<file path="src/rtl/shift_row_seq.sv">
// -----------------------------------------------------------------------------
// shift_row_seq
//   Forward AES ShiftRows engine for the encrypt datapath. A rising edge on
//   startTransition latches inputData. Rows 1..3 are then rotated left by
//   1/2/3 bytes, either one row per cycle (ROW_SERIAL=1) or all rows in a
//   single cycle (ROW_SERIAL=0). The result is presented on a registered
//   output with a ready indication.
//
//   State byte k is inputData[127-8k -: 8]. Element s[r][c] is byte r+4c.
//
// Parameters
//   ROW_SERIAL : 1 = rows 1,2,3 rotated in successive cycles, 0 = one cycle
//   DONE_LEVEL : 0 = outputReady is a 1-cycle pulse,
//                1 = outputReady held until the next accepted start
//
// Ports
//   clock           in   1    system clock, rising edge
//   resetN          in   1    asynchronous active-low reset
//   startTransition in   1    operation request (rising edge starts one op)
//   inputData       in   128  AES state to shift
//   outputData      out  128  registered ShiftRows result
//   busy            out  1    operation in progress
//   outputReady     out  1    result valid (pulse or level, see DONE_LEVEL)
//   checkError      out  1    sticky row-parity mismatch (SHIFT_ROW_CHECK_EN)
//
// Optional feature macro: SHIFT_ROW_CHECK_EN
//   Adds checkError. The per-row XOR of the accepted state is compared with
//   the per-row XOR of the result. ShiftRows only permutes bytes within a
//   row, so any difference indicates a corrupted work register.
// -----------------------------------------------------------------------------
module shift_row_seq #(
  parameter int ROW_SERIAL = 1,
  parameter int DONE_LEVEL = 0
) (
  input  logic         clock,
  input  logic         resetN,
  input  logic         startTransition,
  input  logic [127:0] inputData,
  output logic [127:0] outputData,
  output logic         busy,
  output logic         outputReady
`ifdef SHIFT_ROW_CHECK_EN
  ,
  output logic         checkError
`endif
);

  localparam logic [2:0] IDLE  = 3'd0;
  localparam logic [2:0] ROW1  = 3'd1;
  localparam logic [2:0] ROW2  = 3'd2;
  localparam logic [2:0] ROW3  = 3'd3;
  localparam logic [2:0] DONE  = 3'd4;
  localparam logic [2:0] SHIFT = 3'd5;

  logic [2:0]   r_state;
  logic         r_startQ;
  logic [127:0] r_work;
  logic [127:0] r_out;
  logic         r_busy;
  logic         r_ready;
  logic         w_startEdge;

  // Rotate row r of the state left by r bytes: out[r][c] = in[r][(c+r)%4].
  function automatic logic [127:0] f_rot_row(input logic [127:0] s, input int r);
    logic [127:0] o;
    o = s;
    for (int c = 0; c < 4; c++) begin
      o[127-8*(r+4*c) -: 8] = s[127-8*(r+4*((c+r)%4)) -: 8];
    end
    return o;
  endfunction

`ifdef SHIFT_ROW_CHECK_EN
  logic [31:0] r_rowXor;
  logic        r_chkErr;

  // XOR of the four bytes of each row; row r lands in bits [31-8r -: 8].
  function automatic logic [31:0] f_row_xor(input logic [127:0] s);
    logic [31:0] x;
    x = '0;
    for (int r = 0; r < 4; r++) begin
      for (int c = 0; c < 4; c++) begin
        x[31-8*r -: 8] = x[31-8*r -: 8] ^ s[127-8*(r+4*c) -: 8];
      end
    end
    return x;
  endfunction

  always_ff @(posedge clock or negedge resetN) begin
    if (!resetN) begin
      r_rowXor <= '0;
      r_chkErr <= 1'b0;
    end else begin
      if (r_state == IDLE && w_startEdge) begin
        r_rowXor <= f_row_xor(inputData);
      end
      if (r_state == DONE && f_row_xor(r_work) != r_rowXor) begin
        r_chkErr <= 1'b1;
      end
    end
  end

  assign checkError = r_chkErr;
`endif

  // A held level must not retrigger, so only a low-to-high transition counts.
  assign w_startEdge = startTransition & ~r_startQ;

  always_ff @(posedge clock or negedge resetN) begin
    if (!resetN) begin
      r_state  <= IDLE;
      r_startQ <= 1'b0;
      r_work   <= '0;
      r_out    <= '0;
      r_busy   <= 1'b0;
      r_ready  <= 1'b0;
    end else begin
      r_startQ <= startTransition;
      // Pulse mode: ready lives only for the cycle right after DONE.
      if (DONE_LEVEL == 0) begin
        r_ready <= 1'b0;
      end
      case (r_state)
        IDLE: begin
          // Edges seen outside IDLE are dropped, never queued.
          if (w_startEdge) begin
            r_work  <= inputData;
            r_busy  <= 1'b1;
            r_ready <= 1'b0;
            r_state <= (ROW_SERIAL != 0) ? ROW1 : SHIFT;
          end
        end
        ROW1: begin
          r_work  <= f_rot_row(r_work, 1);
          r_state <= ROW2;
        end
        ROW2: begin
          r_work  <= f_rot_row(r_work, 2);
          r_state <= ROW3;
        end
        ROW3: begin
          r_work  <= f_rot_row(r_work, 3);
          r_state <= DONE;
        end
        SHIFT: begin
          r_work  <= f_rot_row(f_rot_row(f_rot_row(r_work, 1), 2), 3);
          r_state <= DONE;
        end
        DONE: begin
          r_out   <= r_work;
          r_busy  <= 1'b0;
          r_ready <= 1'b1;
          r_state <= IDLE;
        end
        default: begin
          r_busy  <= 1'b0;
          r_state <= IDLE;
        end
      endcase
    end
  end

  assign outputData  = r_out;
  assign busy        = r_busy;
  assign outputReady = r_ready;

endmodule

</file>
<file path="config.mk">
export PLATFORM = sky130hd
export DESIGN_NAME = shift_row_seq
export DESIGN_NICKNAME = d
export VERILOG_FILES = /design/src/rtl/shift_row_seq.sv
export SDC_FILE = /design/constraint.sdc
export NUM_CORES = 1
export LEC_CHECK = 0
export CORE_ASPECT_RATIO = 0.5
export CORE_MARGIN = 3
export CORE_UTILIZATION = 50
export DETAILED_ROUTE_END_ITERATION = 12
export PLACE_DENSITY_LB_ADDON = 0.1
export SLEW_MARGIN = 20
export SYNTH_ARGS = -nofsm -noshare
export SYNTH_HDL_FRONTEND = slang
export SYNTH_SLANG_ARGS = --single-unit
</file>
<file path="constraint.sdc">
create_clock -name clock -period 2.1 [get_ports clock]
set_input_delay 0.42 -clock clock [delete_from_list [all_inputs] [get_ports clock]]
set_output_delay 0.42 -clock clock [all_outputs]
set_load 0.02 [all_outputs]
</file>
### After elaboration in Yosys (flattened, before gate mapping)

Index checks and enable logic that the tools add are counted.

* equal/unequal tests: 6
* multiplexer cells: 7
* bitwise operators: 7
* reduce and logical (&&, ||, !) cells: 11

Operators by type and width (number)
* 128-bit one-hot mux with 5 select lines: 1
* 128-bit two-way mux: 1
* 3-bit one-hot mux with 4 select lines: 1
* 4-bit AND reduction: 3
* 3-bit nonzero test: 3
* 3-bit by 2-bit == test with 1-bit output, second input constant: 2
* 3-bit == test, second input constant: 2
* 1-bit inverter: 6
* 6-bit AND reduction: 1
* 4-bit OR reduction: 1
* 3-bit by 1-bit == test with 1-bit output, second input constant: 1
* 3-bit zero test: 1
* 3-bit two-way mux: 1
* 1-bit two-way mux: 2
* 2-bit inequality test, second input constant: 1
* 1-bit one-hot mux with 2 select lines: 1
* 2-bit AND reduction: 1
* 2-bit OR reduction: 1
* 1-bit AND: 1

* register bits after elaboration: 262
* logic and storage cells: 40

### Depth between registers and ports, before layout

Gate-level depths: netlist of the first run.

* word-level depth: 4
* depth in mapped cells: 7
* depth with buffers taken out: 3

### Worst setup path after synthesis of the first run

OpenSTA, ideal clock, no wires.

* path type: register to register
* start: register r_state[2]
* end: register r_work[0]
* setup time: 0.124 ns
* arrival time: 1.677 ns
* required time: 1.976 ns
* path slack: 0.299 ns
* cell stages (with the launch flop): 8
* buffers on the path: 4
* clock period less this slack: 1.801 ns
* path through: dfrtp_1 buf_6 or4b_1 buf_4 buf_6 buf_2 o22ai_1 a2bb2oi_2

* longest elaborated chain between the ends: 3

Ends and longest elaborated chain
* start: declaration: RTL line 55 `logic [2:0] r_state;`
* start signal: assignment: RTL line 130 `r_state <= (ROW_SERIAL != 0) ? ROW1 : SHIFT;`
* 3-bit == test (tied with other cells): RTL line 123 `case (r_state)`
* 3-bit nonzero test (no line) (tied with other cells)
* 4-bit AND reduction (no line)
* end signal: assignment: RTL line 127 `r_work <= inputData;`
* end signal: assignment: RTL line 134 `r_work <= f_rot_row(r_work, 1);`
* end signal: assignment: RTL line 138 `r_work <= f_rot_row(r_work, 2);`
* end: declaration: RTL line 57 `logic [127:0] r_work;`

Parallel ways exist; a longest one is shown, timed or not. The select of a mux whose other input is x is not followed.
A chain may end at the register's enable or synchronous reset.

### Worst setup path after layout of the first run

* start: register r_out[111] (netlist: outputData[111])
* end: output port outputData[111]

RTL lines
* start: declaration: RTL line 58 `logic [127:0] r_out;`
* start signal: assignment: RTL line 150 `r_out <= r_work;`
* end: declaration: RTL line 39 `output logic [127:0] outputData,`

No word-level cell between the ends.

==> metrics, run 1 <==
worst path cell trace clkdlybuf4s50_1; Synth area leaders dfrtp_1 58%, mux2_2 13%, a2bb2oi_2 4.0%, a221o_1 2.8%, a311oi_1 2.5%; Async SR Flop Fraction 100%; Worst Path Buf+Inv 1; design area ~15,000 sq um; CTS Sinks 262; leakage about 0.0064 uW; setup TNS 0 ns; Netlist Area Pre-Place approximately 11,000 sq um; final wirelength about 29,000 um; HP Class input pin to async pin; GRT Util Overall 24.1%; critical path's top delay family buffers and inverters; Final Cycle Share 94.0%; Pwr Total between 20,000 and 25,000 uW; fin nets 1,310; most common cell in the synthesized netlist dfrtp_1; initial core utilization between 50% and 60%; Crit path required time about 1.7 ns; setup repair bufs after CTS 0; syn avg cell area approximately 12 sq um; total gr overflow 0; Post-synth EDFFs 0; Clock Latency Late Sink between 0.5 and 0.6 ns; Yosys top cell by area dfrtp_1; row count 38; Core Region ~22,000 sq um; cts bufs inserted 24; Max FO, Critical Path 2; post-synth cell types 31; Worst Hold Margin between 0.2 and 0.3 ns; Iter 0 DRT Violations 779; WL/cell about 20 um; vias in the first global route ~8,700; initial antenna violation count 1; Die H 112 um; synth cell count leaders 262 x dfrtp_1, 128 x mux2_2, 66 x inv_1, 51 x clkbuf_1, 38 x nand3_1; Final Util 69.2%; Critical Path Start Type register; TritonCTS clock tree done; synth warn 0; post-DP HPWL 20,100 um; port buffer count 260; # DRC 0; crit path kind register to output port; Mapped Cells around 950; die width around 220 um; Main synth FF type dfrtp_1; Synth top area share between 50% and 60%; synthesis-stage register bit count between 200 and 300; Max-slew headroom between 50 and 60%; Slew Limit Fails 0; crit end category output port; CTS root buffer clkbuf_16; vias per inst between 5 and 6; CTS Hold Buffers Added 1; Max Cap Violations 0; crit path DAT between 1.5 and 2 ns; die area between 20,000 and 25,000 sq um; Worst Tran Pin Value 0.708 ns; I/O pin total 261; Worst Skew approximately 0.011 ns; post-synthesis sequential area ratio slightly below 60%; slowest CP cell clkdlybuf4s50_1; Final Critical Period a little under 2 ns; crit-path max cell delay 0.68 ns; GPL Wtd Cong ~0.80; H-tree levels 1; status completed; DR pass1 iterations 5; Syn Nets 1,076; routed vias around 8,400; Layout area overhead 34.2%; global-route wire length before repair 47,500 um; largest net degree at the start of global routing 86; # setup viols final 0; share of cells above drive strength 1 between 20 and 25%; maximum vdd drop between 700 and 800 uV; Area after DPL 14,300 sq um; final hold vios 0; Max Root-Sink Buffers 3; RSZ-0062 raised after global routing no; post-CTS sizing 0; Routed Antenna Nets 0; Pwr Density around 1600 nW/um^2; clock-pin slew on the worst setup and hold paths roughly 0.070 ns; maximum clock rate around 0.5 GHz
[area by class of cell]
| cell class | instances | area [sq um] |
|---|---|---|
| Sequential cell | 262 | 6560 |
| Timing Repair Buffer | 294 | 3030 |
| Multi-Input combinational cell | 531 | 4130 |
| Fill cell | 1626 | 6770 |
| Clock inverter | 8 | 140 |
| Tap cell | 300 | 375 |
| Inverter | 66 | 248 |
| Antenna cell | 1 | 2.50 |
| Clock buffer | 35 | 713 |
[registers in the layout (all words and copies together) (netlist names)]
register and cells:
busy 1, outputData 128, outputReady 1, r_startQ 1, r_state 3, r_work 128
[logic make-up after synthesis]
kind of cell           count (synthesis)  share of synthesized area [%]
buffers and inverters                152                           5.87
flip-flops                           262                           57.9
AND/OR/NAND/NOR                      173                           7.59
multiplexers                         128                           12.7
AO/OA/AOI/OAI                        229                           15.9
XOR/XNOR                               1                         0.0773
[through the flow]
step / worst slack, ns / instances
global route: 0.0616 / 1497
finish: 0.127 / 1497
detailed placement: -0.200 / 1452
global placement: -0.153 / 1452
CTS: 0.112 / 1496
floorplan: 0.299 / 945
[metal layers]
layer | routed length [um] | up-vias | share of wire [%] | GRT usage [%]
met2 | 14100 | 209 | 48 | 38.7
met5 | 0 | - | 0 | 0
met3 | 1430 | 35 | 4.9 | 4.44
met1 | 13400 | 4348 | 46 | 34.8
met4 | 463 | 0 | 1.6 | 4.79
li1 | - | 3854 | - | -
[power breakdown]
group	total [uW]	switching, uW	internal [uW]
registers	8950	1570	7380
clock network	4710	1860	2840
logic	11200	5620	5620
[placed cells by master, fill, tap and decap left out, types with 33 or more instances in the layout]
| master | instances |
|---|---|
| inv_1 | 66 |
| dfrtp_1 | 261 |
| nor2_1 | 34 |
| a21oi_1 | 33 |
| nand3_1 | 38 |
| mux2_2 | 128 |
| clkdlybuf4s50_1 | 259 |
[path summary, 6_finish.rpt]
path / from / to / slack (ns) / cells past startpoint
worst max register to register: r_state[0] / r_work[63] / 0.21 / 4
max in group asynchronous: resetN / outputData[20] / 1.10 / 3
min in group clock: startTransition / r_startQ / 0.40 / 1
worst min-delay path: resetN / outputData[112] / 0.30 / 2
worst min register to register: r_work[88] / outputData[88] / 0.51 / 1
worst max-delay path: outputData[111] / outputData[111] / 0.13 / 1
(Power assumes the default switching activity.)
==> inputs of run 2 (changes only) <==
Clock period 2.1 ns to 1.91 ns, I/O delays scaled along.
==> run 2 against run 1 <==
Compared with the run above: final area increased by 0.62%; critical path depth unchanged; die area did not move; setup slack worse by 0.085 ns; first-iteration DRC count decreased by 3.3%; clock power grew 4%; count of clock-buffer cells in the layout down 5; flip-flop and latch count did not move; largest power group unchanged.
==> metrics, run 2 (synthesis results as in run 1) <==
Iter 0 DRT Violations between 700 and 800; Worst Path Buf+Inv 1; WL met2 ~15,000 um; Internal Power roughly 17,000 uW; fillers between 1,500 and 2,000; Clock Latency Late Sink 0.51 ns; Layout area overhead 35.0%; DR pass1 iterations 5; sw frac a little under two fifths; die width 219 um; Routed Antenna Nets 0; Max Root-Sink Buffers 3; largest net degree at the start of global routing slightly above 70; CTS Sinks about 260; max layer used met5; # setup viols final 0; Crit path required time around 1.5 ns; setup repair bufs after CTS 0; initial antenna violation count 3; clock-pin slew on the worst setup and hold paths around 0.070 ns; commonest cells after routing, fill and taps aside 260 x dfrtp_1, 182 x clkdlybuf4s50_1, 128 x mux2_2, 66 x inv_1, 49 x dlymetal6s2s_1; cts bufs inserted 23; Critical Path Start Type register; GRT Util Overall 24.5%; commonest non-fill, non-tap cell in the layout dfrtp_1; met1 wire length approximately 13,000 um; final hold vios 0; Slew Limit Fails 0; TritonCTS clock tree done; metal3 WL ~1900 um; port buffer count 260; HP Class input pin to register; Worst Skew around 0.011 ns; total gr overflow 0; status completed; Die H 112 um; leakage between 0.007 and 0.008 uW; maximum vdd drop between 800 and 900 uV; WL/cell 20.3 um; Area after DPL about 14,000 sq um; Max-slew headroom 66.2%; row count 38; Sw Pwr about 10000 uW; slowest CP cell clkdlybuf4s50_1; # DRC 0; post-DP HPWL just over 20,000 um; global-route wire length before repair roughly 48,000 um; initial core utilization around half; GPL Wtd Cong roughly 0.79; Pwr Density roughly 1800 nW/um^2; H-tree levels 1; crit path kind register to output port; routed vias ~8,500; final wirelength about 30,000 um; crit path DAT roughly 1.5 ns; Core Region roughly 22,000 sq um; vias in the first global route approximately 8,700; Max FO, Critical Path 2; CTS root buffer clkbuf_16; Final Cycle Share 97.8%; sequential share of power between 30% and 40%; crit end category output port; critical path's top delay family buffers and inverters; clock share of power 18.2%; vias per inst approximately 5.7; crit-path max cell delay 0.62 ns; Worst Tran Pin Value slightly above 0.5 ns; Final Util 69.6%; worst path cell trace clkdlybuf4s50_1; share of cells above drive strength 1 approximately a fifth; I/O pin total 261; fin nets 1,315; Final Critical Period 1.87 ns; Comb power frac a little under half; maximum clock rate roughly 0.54 GHz; design area between 15,000 and 20,000 sq um; die area 24,600 sq um; Max Cap Violations 0
-- run 2: final cells by class --
class | instances | area (sq um) | area share (%)
clock inverter | 8 | 140 | 0.916
multi-input combinational | 532 | 4150 | 27.1
sequential | 262 | 6560 | 42.9
antenna | 1 | 2.50 | 0.0164
timing repair buffer | 299 | 3190 | 20.9
clock buffer | 30 | 632 | 4.13
tap | 300 | 375 | 2.45
inverter | 66 | 248 | 1.62
-- run 2: final timing paths --
check / startpoint / endpoint / slack, ns / cells after the start
worst max-delay path: outputData[57] / outputData[57] / 0.04 / 1
worst min-delay path: startTransition / r_startQ / 0.40 / 1
worst max register to register: r_state[0] / r_work[92] / 0.06 / 5
worst min register to register: outputData[16] / outputData[16] / 0.50 / 1
max in group asynchronous: resetN / outputData[58] / 0.85 / 3
min in group asynchronous: resetN / outputData[116] / 0.41 / 2
-- run 2: layer usage --
layer / vias up / track usage (%)
met5: - / 0
met4: 4 / 4.10
met3: 33 / 5.82
met2: 222 / 40.3
met1: 4373 / 34.0
li1: 3875 / -
-- run 2: timing repair --
item,4_1_cts,5_1_grt
hold buffers,1,0
gates resized for setup,28,53
endpoints found under the setup margin,28,79
gates cloned,0,1
endpoints found under the hold margin,47,0
pin swaps,0,0
-- run 2: power groups by stage --
stage / sequential (uW) / clock (uW) / combinational [uW]
2_1_floorplan: 10900 / 0 / 6350
3_3_place_gp: 9840 / 0 / 12200
3_5_place_dp: 9950 / 0 / 12500
4_1_cts: 9870 / 4990 / 12300
5_1_grt: 10200 / 5250 / 13100
6_report: 9840 / 4890 / 12200
-- run 2: metrics by stage --
step	setup TNS [ns]	setup slack (ns)	power, uW	hold WS, ns	cells
3_3_place_gp	-25.06	-0.296	22100	0.355	1457
2_1_floorplan	0	0.109	17200	0.0864	945
6_report	0	0.0420	26900	0.395	1498
4_1_cts	0	0.00134	27200	0.370	1496
5_1_grt	-0.00216	-0.00216	28500	0.398	1498
3_5_place_dp	-31.39	-0.406	22400	0.360	1457
